### src/rtl/pixel_plot_fifo_if.sv
// Pixel stream in / VGA plot port out bundle for pixel_plot_fifo.
// The producer and the adapter side share one interface; the FIFO uses the slave view.
interface pixel_plot_fifo_if #(
    parameter int COLOUR_W = 3
);
    logic                in_valid;
    logic                in_ready;
    logic [7:0]          in_x;
    logic [7:0]          in_y;
    logic [COLOUR_W-1:0] in_colour;
    logic                in_last;
    logic                out_en;
    logic [7:0]          vga_x;
    logic [6:0]          vga_y;
    logic [COLOUR_W-1:0] vga_colour;
    logic                vga_plot;
    logic                prim_done;
    logic                busy;

    modport master (
        output in_valid, in_x, in_y, in_colour, in_last, out_en,
        input  in_ready, vga_x, vga_y, vga_colour, vga_plot, prim_done, busy
    );

    modport slave (
        input  in_valid, in_x, in_y, in_colour, in_last, out_en,
        output in_ready, vga_x, vga_y, vga_colour, vga_plot, prim_done, busy
    );
endinterface

### src/rtl/pixel_plot_fifo.sv
// Clipping pixel FIFO between the rectangle generator and the VGA adapter plot port.
// Optional PLOT_STATS_EN adds saturating plotted/clipped pixel counters.
module pixel_plot_fifo #(
    parameter int DEPTH    = 8,
    parameter int SCREEN_W = 160,
    parameter int SCREEN_H = 120,
    parameter int COLOUR_W = 3
) (
    input  logic             clk,
    input  logic             resetn,
    pixel_plot_fifo_if.slave bus
`ifdef PLOT_STATS_EN
    ,
    output logic [15:0]      plotted_cnt,
    output logic [15:0]      clipped_cnt
`endif
);
    localparam int         AW          = $clog2(DEPTH);
    localparam int         EW          = 8 + 7 + COLOUR_W + 2;
    localparam logic [8:0] LP_SCREEN_W = 9'(SCREEN_W);
    localparam logic [8:0] LP_SCREEN_H = 9'(SCREEN_H);

    logic [AW:0]          r_wptr;
    logic [AW:0]          r_rptr;
    logic [EW-1:0]        r_mem [DEPTH];
    logic [7:0]           r_vga_x;
    logic [6:0]           r_vga_y;
    logic [COLOUR_W-1:0]  r_vga_colour;
    logic                 r_vga_plot;
    logic                 r_prim_done;

    logic                 w_empty;
    logic                 w_full;
    logic                 w_skip;
    logic                 w_accept;
    logic                 w_write;
    logic                 w_pop;
    logic [EW-1:0]        w_entry;
    logic [EW-1:0]        w_head;
    logic [7:0]           w_head_x;
    logic [6:0]           w_head_y;
    logic [COLOUR_W-1:0]  w_head_colour;
    logic                 w_head_last;
    logic                 w_head_skip;

    assign w_empty  = (r_wptr == r_rptr);
    assign w_full   = (r_wptr[AW] != r_rptr[AW]) && (r_wptr[AW-1:0] == r_rptr[AW-1:0]);
    assign w_skip   = ({1'b0, bus.in_x} >= LP_SCREEN_W) || ({1'b0, bus.in_y} >= LP_SCREEN_H);
    assign w_accept = bus.in_valid && !w_full;
    // Off-screen pixels vanish unless they carry the end-of-primitive marker.
    assign w_write  = w_accept && (!w_skip || bus.in_last);
    assign w_pop    = bus.out_en && !w_empty;
    assign w_entry  = {bus.in_x, bus.in_y[6:0], bus.in_colour, bus.in_last, w_skip};
    assign w_head   = r_mem[r_rptr[AW-1:0]];
    assign {w_head_x, w_head_y, w_head_colour, w_head_last, w_head_skip} = w_head;

    always_ff @(posedge clk) begin
        if (!resetn) begin
            r_wptr <= '0;
            r_rptr <= '0;
        end else begin
            if (w_write) r_wptr <= r_wptr + (AW+1)'(1);
            if (w_pop)   r_rptr <= r_rptr + (AW+1)'(1);
        end
    end

    always_ff @(posedge clk) begin
        if (resetn && w_write) r_mem[r_wptr[AW-1:0]] <= w_entry;
    end

    always_ff @(posedge clk) begin
        if (!resetn) begin
            r_vga_x      <= '0;
            r_vga_y      <= '0;
            r_vga_colour <= '0;
            r_vga_plot   <= 1'b0;
            r_prim_done  <= 1'b0;
        end else if (w_pop) begin
            r_vga_x      <= w_head_x;
            r_vga_y      <= w_head_y;
            r_vga_colour <= w_head_colour;
            r_vga_plot   <= !w_head_skip;
            r_prim_done  <= w_head_last;
        end else begin
            r_vga_plot   <= 1'b0;
            r_prim_done  <= 1'b0;
        end
    end

    assign bus.in_ready   = !w_full;
    assign bus.vga_x      = r_vga_x;
    assign bus.vga_y      = r_vga_y;
    assign bus.vga_colour = r_vga_colour;
    assign bus.vga_plot   = r_vga_plot;
    assign bus.prim_done  = r_prim_done;
    assign bus.busy       = !w_empty || r_vga_plot || r_prim_done;

`ifdef PLOT_STATS_EN
    logic [15:0] r_plotted_cnt;
    logic [15:0] r_clipped_cnt;

    always_ff @(posedge clk) begin
        if (!resetn) begin
            r_plotted_cnt <= '0;
            r_clipped_cnt <= '0;
        end else begin
            if (r_vga_plot && (r_plotted_cnt != 16'hFFFF))
                r_plotted_cnt <= r_plotted_cnt + 16'd1;
            if (w_accept && w_skip && (r_clipped_cnt != 16'hFFFF))
                r_clipped_cnt <= r_clipped_cnt + 16'd1;
        end
    end

    assign plotted_cnt = r_plotted_cnt;
    assign clipped_cnt = r_clipped_cnt;
`endif
endmodule

### src/flat_wrapper.sv
// flat-port wrapper written by rule: the top's interface ports become plain ports
module pixel_plot_fifo_flat 
#(
    parameter int DEPTH    = 8,
    parameter int SCREEN_W = 160,
    parameter int SCREEN_H = 120,
    parameter int COLOUR_W = 3
)
  (clk, resetn, bus_in_valid, bus_in_x, bus_in_y, bus_in_colour, bus_in_last, bus_out_en, bus_in_ready, bus_vga_x, bus_vga_y, bus_vga_colour, bus_vga_plot, bus_prim_done, bus_busy);
  pixel_plot_fifo_if #(.COLOUR_W(COLOUR_W)) bus_i ();
  input  logic clk;
  input  logic resetn;
  input wire logic [$bits(bus_i.in_valid)-1:0] bus_in_valid;
  input wire logic [$bits(bus_i.in_x)-1:0] bus_in_x;
  input wire logic [$bits(bus_i.in_y)-1:0] bus_in_y;
  input wire logic [$bits(bus_i.in_colour)-1:0] bus_in_colour;
  input wire logic [$bits(bus_i.in_last)-1:0] bus_in_last;
  input wire logic [$bits(bus_i.out_en)-1:0] bus_out_en;
  output wire logic [$bits(bus_i.in_ready)-1:0] bus_in_ready;
  output wire logic [$bits(bus_i.vga_x)-1:0] bus_vga_x;
  output wire logic [$bits(bus_i.vga_y)-1:0] bus_vga_y;
  output wire logic [$bits(bus_i.vga_colour)-1:0] bus_vga_colour;
  output wire logic [$bits(bus_i.vga_plot)-1:0] bus_vga_plot;
  output wire logic [$bits(bus_i.prim_done)-1:0] bus_prim_done;
  output wire logic [$bits(bus_i.busy)-1:0] bus_busy;
  assign bus_i.in_valid = bus_in_valid;
  assign bus_i.in_x = bus_in_x;
  assign bus_i.in_y = bus_in_y;
  assign bus_i.in_colour = bus_in_colour;
  assign bus_i.in_last = bus_in_last;
  assign bus_i.out_en = bus_out_en;
  assign bus_in_ready = bus_i.in_ready;
  assign bus_vga_x = bus_i.vga_x;
  assign bus_vga_y = bus_i.vga_y;
  assign bus_vga_colour = bus_i.vga_colour;
  assign bus_vga_plot = bus_i.vga_plot;
  assign bus_prim_done = bus_i.prim_done;
  assign bus_busy = bus_i.busy;
  pixel_plot_fifo #(.DEPTH(DEPTH), .SCREEN_W(SCREEN_W), .SCREEN_H(SCREEN_H), .COLOUR_W(COLOUR_W)) u_core (.clk(clk), .resetn(resetn), .bus(bus_i));
endmodule
### config.mk
export PLATFORM = sky130hd
export DESIGN_NAME = pixel_plot_fifo_flat
export DESIGN_NICKNAME = d
export VERILOG_FILES = /design/src/rtl/pixel_plot_fifo_if.sv /design/src/rtl/pixel_plot_fifo.sv /design/src/flat_wrapper.sv
export SDC_FILE = /design/constraint.sdc
export NUM_CORES = 1
export LEC_CHECK = 0
export BUFFER_PORTS_ARGS = -buffer_cell sky130_fd_sc_hd__buf_2
export CAP_MARGIN = 10
export CORE_MARGIN = 2
export CORE_UTILIZATION = 50
export DETAILED_ROUTE_END_ITERATION = 12
export GPL_TIMING_DRIVEN = 0
export PLACE_DENSITY = 0.68
export SLEW_MARGIN = 5
export SYNTH_ARGS = -nofsm -noshare
export SYNTH_HDL_FRONTEND = slang
export SYNTH_SLANG_ARGS = --single-unit
export TNS_END_PERCENT = 1
### constraint.sdc
create_clock -name clk -period 9.9 [get_ports clk]
set_input_delay 0.495 -clock clk [delete_from_list [all_inputs] [get_ports clk]]
set_output_delay 0.495 -clock clk [all_outputs]
set_load 0.02 [all_outputs]
==> reports/results.tsv, run 1 <==
metric	value	unit
number of port buffers	45	
area grow syn2layout	18.1	%
Tot GR Track Use	19.8	%
asr flop ratio synth	0	%
DP HPWL	9560	um
Clock Latency Late Sink	420	ps
crit path launch type	register	
CTS Buffer Depth	2	
final worst path period need	2850	ps
Overall Power	1880	uW
setup tns final	0	ps
Fin. Hold Viols	0	
outcome	finished clean	
Logic pwr share	12.4	%
WP data arrival	2980	ps
drt wl/cell	22.7	um
syn nets	392	
Layout Utilization	61.1	%
cts hold-fix bufs	0	
leakage	0.00286	uW
Post-synth EDFFs	160	
placed insts	610	
Peak VDD IR	0.136	mV
# DRC	0	
CP Capture Type	register	
clock tree sinks	191	
Inserted Clock Buffers	17	
initial core utilization	51.7	%
clk slew on worst S/H paths	70	ps
Rel. slew slack	35.8	%
Via Count	3637	
RePlAce Congestion	0.693	
main flop type after synthesis	edfxtp_1	
switch share	22.7	%
non-filler cells, final	642	
Post-Route WL	14600	um
Rows	43	
switching power	427	uW
Die W	124	um
WS Path Type	reg -> reg	
initial antenna violation count	1	
Max Cap Viol	0	
antenna cells	0	
IO Pins	46	
final setup violation count	0	
f_max	351	MHz
Core Area	14000	um^2
Root Driver	clkbuf_16	
TritonCTS clock tree	built	
Synth Register Bits	191	
Slew Limit Fails	0	
CP Max Fanout	10	
first-pass GRT wire length	22500	um
Yosys cell types	32	
cells after synthesis	366	
fin crit share	28.7	%
sequential power share	48.3	%
Initial DRT Pass Iterations	4	
setup repair bufs after CTS	0	
Avg Cell Area, Syn	19.8	um^2
Hold WS	337	ps
DR iter-0 viols	362	
vias in the first global route	3810	
Chip Height	124	um
clock skew	10.4	ps
remaining antenna violation count	0	
Final nets	475	
Reg2Reg Setup Slack	7050	ps
gr ovfl total	0	
Avg Vias per Cell	5.67	
Worst-Margin Slew	964	ps
Cell Int Power	1460	uW
worst min path class	in -> reg	
H-tree level count	4	
yosys warns	0	
die area	15400	um^2
RSZ-0062 raised after global routing	no	
filler cell count	1018	
Worst EP required	10030	ps
Post-CTS Resized	0	
Clock power frac	39.3	%
largest net degree at the start of global routing	17	
PD cells	220	nW/um^2
sequential-to-total area share from yosys stat	75.0	%
share of cells above drive strength 1	33.5	%
Netlist Area Pre-Place	7230	um^2
## area by class of cell
class / count / area [um^2] / area share (%)
flip-flops and latches: 191 / 5430 / 63.5
multi-input cells: 154 / 1730 / 20.2
well taps: 180 / 225 / 2.64
clock inverters: 13 / 210 / 2.46
plain buffers: 20 / 120 / 1.41
clock buffers: 19 / 443 / 5.18
inverters: 1 / 3.75 / 0.0439
repair buffers: 64 / 390 / 4.57
## final timing paths
path,start,cells after the start,to
max,u_core.r_wptr[1],7,u_core.r_mem[2][16]
min,bus_in_x[3],1,u_core.r_mem[1][15]
max reg2reg,u_core.r_wptr[1],7,u_core.r_mem[2][16]
min reg2reg,u_core.bus.vga_colour[2],2,u_core.bus.vga_colour[2]
## worst max-delay path, cell delays in order, from the launching register on
cell and delay [ps]:
dfxtp_1 310, buf_4 160, xnor2_1 180, nand4_1 210, nand3_2 290, nor3_2 850, buf_4 350, buf_4 200
## registers in the layout, indices dropped and copies added (netlist names), named ones only
register	flops
u_core.bus.vga_colour	3
u_core.bus.prim_done	1
u_core.r_wptr	4
u_core.r_mem	160
u_core.bus.vga_y	7
u_core.r_rptr	4
u_core.bus.vga_plot	1
u_core.bus.vga_x	8
## layer usage
| layer | part of all wire [%] | track usage (%) | up-vias |
|---|---|---|---|
| li1 | - | - | 1649 |
| met1 | 44 | 28.4 | 1871 |
| met3 | 5.1 | 4.73 | 15 |
| met5 | 0 | 0 | - |
| met2 | 50 | 30.5 | 102 |
| met4 | 1.2 | 6.48 | 0 |
## cells in the final DEF (no fill, tap or decap), types with 2 or more instances in the layout
master / n
edfxtp_1: 160
buf_2: 47
mux4_2: 40
dfxtp_1: 31
mux2i_1: 26
o21ai_0: 19
buf_4: 18
a21oi_1: 18
clkbuf_16: 17
nand2_1: 11
buf_6: 9
nand2b_1: 7
clkbuf_1: 6
nor3_2: 6
bufinv_16: 5
xnor2_1: 4
nand4_1: 4
buf_1: 4
clkinvlp_4: 3
xor2_1: 2
nor4_2: 2
and2_1: 2
nor2b_1: 2
ha_1: 2
## synth_stat cells, drive strengths merged (2+ instances only)
cell type | number | area share [%]
mux2i | 26 | 3.6
clkbuf | 6 | 0.33
nand4 | 4 | 0.35
nor4 | 2 | 0.17
mux4 | 40 | 12
xnor2 | 4 | 0.48
xor2 | 2 | 0.24
nand3 | 2 | 0.21
nor2b | 2 | 0.17
buf | 14 | 1.3
nand2 | 11 | 0.57
nor3 | 6 | 0.42
ha | 2 | 0.35
dfxtp | 31 | 8.6
nand2b | 7 | 0.61
a41oi | 2 | 0.50
edfxtp | 160 | 66
o21ai | 19 | 1.3
and2 | 2 | 0.17
a21oi | 18 | 1.2
## power groups by stage
stage	registers (uW)	clock network, uW	logic, uW
3_3_place_gp	926	0	229
2_1_floorplan	943	0	144
6_report	909	740	234
3_5_place_dp	926	0	237
5_1_grt	911	785	255
4_1_cts	909	752	239
## cells by family after synthesis
| group | after synthesis | share of synthesized area, % |
|---|---|---|
| buffers and inverters | 21 | 1.71 |
| xor gates and xnor gates | 6 | 0.726 |
| and+or+nand+nor | 39 | 2.91 |
| adders and majority gates | 2 | 0.346 |
| DFF | 191 | 75.0 |
| muxes | 66 | 16.0 |
| AOI/OAI and AO/OA | 41 | 3.27 |
## through the flow
step	setup slack [ps]	cell area (um^2)
5_1_grt	6780	8550
4_1_cts	7020	8550
3_5_place_dp	6580	7890
2_1_floorplan	6250	7230
3_3_place_gp	3870	7680
6_report	7050	8550
Power figures use the tool's default switching activity.
==> inputs of run 2 (changes only) <==
PLACE_DENSITY = 0.7   (was 0.68)
clock period = 2.3 ns   (was 9.9 ns; I/O delays follow)
==> run 2 against run 1 <==
Net effect: the run now ends with negative setup slack left; wire length shrank 0.11%; via count grew 2.9%; first-iteration DRC count shrank 15%; largest cell class unchanged; highest routed layer unchanged.
==> reports/results.tsv, run 2 (synthesis gave the netlist of run 1 again) <==
metric	value	unit	change
H-tree level count	4		unchanged
first-pass GRT wire length	22300	um	-1.2%
sequential power share	50.5	%	+2.2 points
die area	15400	um^2	unchanged
Fin. Hold Viols	0		unchanged
outcome	finished with violations		
drt wl/cell	22.3	um	-1.9%
initial antenna violation count	0		-1
final setup violation count	36		+36
Worst EP required	2440	ps	-7590 ps
Peak VDD IR	0.565	mV	+320%
Layout Utilization	62.7	%	+1.6 points
non-filler cells, final	654		+1.9%
number of port buffers	45		unchanged
remaining antenna violation count	0		unchanged
max FFs per register	160		unchanged
TritonCTS clock tree	built		
final worst slack	-79.9	ps	-7130 ps
setup tns final	-1660	ps	-1660 ps
fin crit share	103	%	+75 points
CP Capture Type	register		
clock skew	8.03	ps	-2.37 ps
Inserted Clock Buffers	17		unchanged
Via Count	3741		+2.9%
CP cell instances	buf_8, xnor2_4, nand4_1, nand3_4, nor3_4, buf_8		
RR Startpoint	u_core.r_wptr[0]		
Die W	124	um	unchanged
Cell Int Power	5930	uW	+310%
Tot GR Track Use	19.7	%	-0.19 points
PD cells	886	nW/um^2	+300%
Max Cap Viol	0		unchanged
failing checks	negative setup slack		
leakage	0.00294	uW	+2.9%
Initial DRT Pass Iterations	4		unchanged
WP data arrival	2520	ps	-460 ps
slowest stage delay, CP	690	ps	-160 ps
Overall Power	7770	uW	+310%
Slew Limit Fails	0		unchanged
antenna cells	0		unchanged
Rows	43		unchanged
WS Path Type	reg -> reg		
final worst path period need	2380	ps	-466 ps
RePlAce Congestion	0.720		+3.9%
Post-Route WL	14600	um	-0.11%
Clock power frac	35.8	%	-3.5 points
CP max stage cell	nor3_4		
f_max	420	MHz	+20%
IO Pins	46		unchanged
clock tree sinks	191		unchanged
most frequent cells in the layout	edfxtp_1 (160), buf_2 (47), mux4_2 (40)		
hold path start	resetn		
vias in the first global route	3864		+1.4%
worst min path class	in -> reg		
Hold WS	18.6	ps	-318 ps
switch share	23.6	%	+0.93 points
DR iter-0 viols	306		-15%
switching power	1830	uW	+330%
Root Driver	clkbuf_16		
most used cell, CP	buf_8		
CP Max Fanout	11		+1
share of cells above drive strength 1	31.9	%	-1.7 points
Chip Height	124	um	unchanged
Final nets	487		+2.5%
# DRC	0		unchanged
largest net degree at the start of global routing	21		+4
placed insts	596		-2.3%
Core Area	14000	um^2	unchanged
Critical path origin	u_core.r_wptr[0]		
gr ovfl total	0		unchanged
Worst-Margin Slew	949	ps	-15.1 ps
RSZ-0062 raised after global routing	yes		
DP HPWL	8540	um	-11%
clk slew on worst S/H paths	70	ps	about the same
initial core utilization	51.7	%	unchanged
Logic pwr share	13.7	%	+1.3 points
area grow syn2layout	21.2	%	
most common cell after layout, fill and taps aside	edfxtp_1		
CTS Buffer Depth	2		unchanged
crit path launch type	register		
filler cell count	995		-2.3%
Avg Vias per Cell	5.72		+0.97%
Rel. slew slack	36.8	%	+1.0 points
Clock Latency Late Sink	430	ps	about the same
-- run 2: cell count changes in the layout (fill, tap and decap cells not counted), moves of 3 or more --
cell and change:
nor3_2 -6, bufinv_16 -3, clkinv_2 +3, buf_4 -11, dlygate4sd3_1 +18, buf_8 +5
nor3_4 +6, xnor2_1 -3
-- run 2: area by class of cell --
class	instances	area (um^2)	area share [%]
flip-flops and latches	191	5430	61.9
multi-input cells	154	1840	20.9
repair buffers	76	588	6.71
clock buffers	20	437	4.98
well taps	180	225	2.57
plain buffers	20	128	1.46
clock inverters	12	120	1.37
inverters	1	3.75	0.0428
-- run 2: worst paths after layout --
check,end,slack [ps],cells after the start
worst max-delay path,u_core.r_mem[2][18],-80,6
worst min-delay path,u_core.r_wptr[3],20,3
worst max register to register,u_core.r_mem[2][18],-80,6
worst min register to register,u_core.r_rptr[3],520,2
-- run 2: timing repair --
action                     4_1_cts  5_1_grt
setup endpoints to repair      129      116
hold endpoints to repair       144        0
gates resized for setup          1        2
buffers inserted                 0        3
hold buffers                    18        0
pin swaps                        6        3
-- run 2: power groups by stage --
stage | Clock (uW) | Sequential [uW] | Combinational [uW]
detailed placement | 0 | 3990 | 1040
global placement | 0 | 3990 | 1020
CTS | 2820 | 3920 | 1070
floorplan | 0 | 4070 | 656
finish | 2780 | 3920 | 1060
global route | 2940 | 3930 | 1150
-- run 2: worst max-delay path: cells and delay by family (launching register included) --
| kind | cells | cell delay (ps) |
|---|---|---|
| DFF | 1 | 330 |
| xor gates and xnor gates | 1 | 140 |
| buffers and inverters | 2 | 400 |
| and+or+nand+nor | 3 | 1210 |
-- run 2: layer usage --
metal  vias to the layer above  GRT usage, %  wire length [um]
li1                       1677             -                 -
met1                      1954          26.7              6330
met2                        91          31.4              7250
met3                        19          4.21               710
met4                         0          7.87               263
met5                         -             0                 0
-- run 2: per-stage QoR --
stage,instance area (um^2),worst slack (ps)
2_1_floorplan,7380,-176
3_3_place_gp,7830,-851
3_5_place_dp,7910,-557
4_1_cts,8640,-416
5_1_grt,8760,-207
6_report,8760,-79.9
==> inputs of run 3 (changes only) <==
HOLD_SLACK_MARGIN = 0.03   (was default)
==> run 3 against run 2 <==
Net effect: largest cell class unchanged; first-iteration DRC count is 18% higher; largest power group unchanged; the run still ends with negative setup slack left; clock skew decreased by 1.0 ps; die area is the same; core utilization increased by 0.29 points; worst hold slack better by 32 ps.
==> reports/results.tsv, run 3 (synthesis gave the netlist of run 1 again) <==
metric	value	unit	change
Root Driver	clkbuf_16		
initial antenna violation count	0		unchanged
Rel. slew slack	38.6	%	+1.9 points
Slew Limit Fails	0		unchanged
RePlAce Congestion	0.720		unchanged
r2r worst-path depth	6		unchanged
Worst EP required	2430	ps	about the same
non-filler cells, final	658		+0.61%
most common cell after layout, fill and taps aside	edfxtp_1		
clock skew	6.99	ps	-1.04 ps
# DRC	0		unchanged
area grow syn2layout	21.7	%	
CP Max Fanout	11		unchanged
setup tns final	-1690	ps	-35.2 ps
number of port buffers	45		unchanged
Inserted Clock Buffers	17		unchanged
first-pass GRT wire length	22400	um	+0.59%
antenna cells	0		unchanged
worst r2r dst	u_core.r_mem[2][18]		
TritonCTS clock tree	built		
WP data arrival	2500	ps	-20 ps
crit path launch type	register		
DR iter-0 viols	360		+18%
filler cell count	993		-0.20%
fin area	8800	um^2	+0.46%
DP HPWL	8540	um	unchanged
IO Pins	46		unchanged
RR Startpoint	u_core.r_wptr[0]		
PD cells	882	nW/um^2	-0.48%
final worst path period need	2370	ps	-9.85 ps
Initial DRT Pass Iterations	4		unchanged
die area	15400	um^2	unchanged
hold path start	resetn		
worst min path class	in -> reg		
CP Capture Type	register		
Clock Latency Late Sink	420	ps	about the same
failing checks	negative setup slack		
FF+latch area	5430	um^2	unchanged
most used cell, CP	buf_8		
Peak VDD IR	0.554	mV	-2.0%
Post-Route WL	14600	um	+0.44%
gr ovfl total	0		unchanged
slowest stage delay, CP	680	ps	about the same
Worst-Margin Slew	920	ps	-28.2 ps
Reg2Reg Setup Slack	-70	ps	about the same
Fin. Hold Viols	0		unchanged
outcome	finished with violations		
H-tree level count	4		unchanged
Via Count	3785		+1.2%
clock tree sinks	191		unchanged
Die W	124	um	unchanged
RSZ-0062 raised after global routing	yes		
Hold Path Stages	3		unchanged
share of cells above drive strength 1	31.6	%	-0.27 points
Hold WS	50.5	ps	+32.0 ps
area of the multi-input gates	1840	um^2	unchanged
max FFs per register	160		unchanged
initial core utilization	51.7	%	unchanged
Core Area	14000	um^2	unchanged
Max Cap Viol	0		unchanged
largest net degree at the start of global routing	21		unchanged
Final nets	491		+0.82%
final setup violation count	45		+25%
final worst slack	-70.1	ps	+9.85 ps
leakage	0.00296	uW	+0.66%
Rows	43		unchanged
most frequent cells in the layout	edfxtp_1 (160), buf_2 (47), mux4_2 (40)		
vias in the first global route	3915		+1.3%
WS Path Type	reg -> reg		
CP cell instances	buf_8, xnor2_4, nand4_1, nand3_4, nor3_4, buf_8		
Chip Height	124	um	unchanged
drt wl/cell	22.2	um	-0.17%
Tot GR Track Use	19.7	%	+0.095 points
CTS Buffer Depth	2		unchanged
Overall Power	7760	uW	about the same
clk slew on worst S/H paths	70	ps	about the same
delay-heaviest family, CP	simple AND/OR/NAND/NOR gates		
f_max	422	MHz	+0.42%
CP Buf/Inv Count	2		unchanged
remaining antenna violation count	0		unchanged
worst hold endpoint	u_core.r_rptr[2]		
fin crit share	103	%	-0.43 points
CP max stage cell	nor3_4		
Avg Vias per Cell	5.75		+0.56%
placed insts	596		unchanged
Cell Area, Placed	7910	um^2	unchanged
## run 3: cell types whose count changed in the layout (fill, tap and decap cells not counted)
cell           previous run  this run
dlygate4sd3_1            18        22
## run 3: metrics by stage
stage               utilization [%]  setup slack (ps)
detailed placement             56.5              -557
global route                   62.9              -207
CTS                            62.1              -416
global placement               56.0              -851
floorplan                         -              -176
finish                         62.9             -70.1
## run 3: per-layer routing
layer	routed length, um	global-route usage [%]
met3	587	4.21
met5	0	0
met4	225	8.39
met1	6520	26.7
met2	7290	31.5
## run 3: final cells by class
| type | count | area share (%) |
|---|---|---|
| repair buffers | 80 | 7.13 |
| clock inverters | 12 | 1.36 |
| plain buffers | 20 | 1.45 |
| inverters | 1 | 0.0426 |
| flip-flops and latches | 191 | 61.6 |
| clock buffers | 20 | 4.96 |
| well taps | 180 | 2.56 |
| multi-input cells | 154 | 20.8 |
## run 3: how the worst max path moves through the flow
stage	from	to	slack [ps]	depth (start not counted)
global placement	bus_in_x[6]	u_core.r_mem[0][5]	-850	5
floorplan	u_core.r_wptr[0]	u_core.r_mem[0][0]	-180	5
detailed placement	bus_in_x[6]	u_core.r_mem[2][3]	-560	5
global route	u_core.r_wptr[0]	u_core.r_mem[2][14]	-210	6
CTS	u_core.r_wptr[0]	u_core.r_mem[3][10]	-420	5
finish	u_core.r_wptr[0]	u_core.r_mem[2][18]	-70	6
## run 3: where the power goes
part / internal, uW / switching [uW] / total, uW
Combinational: 492 / 577 / 1070
Clock: 1590 / 1190 / 2770
Sequential: 3860 / 62.0 / 3920
Total: 5940 / 1830 / 7760
## run 3: what timing repair did
action                                 in CTS  in global routing
pin swaps                                   6                  3
endpoints found under the hold margin     155                  0
hold buffers                               22                  0
buffers inserted                            0                  3
setup endpoints to repair                 129                116
gates resized for setup                     1                  2
## run 3: worst register-to-register path: stages, from the launching register on
cell,delay (ps)
dfxtp_2,330
buf_8,150
xnor2_4,140
nand4_1,230
nand3_4,290
nor3_4,680
buf_8,250
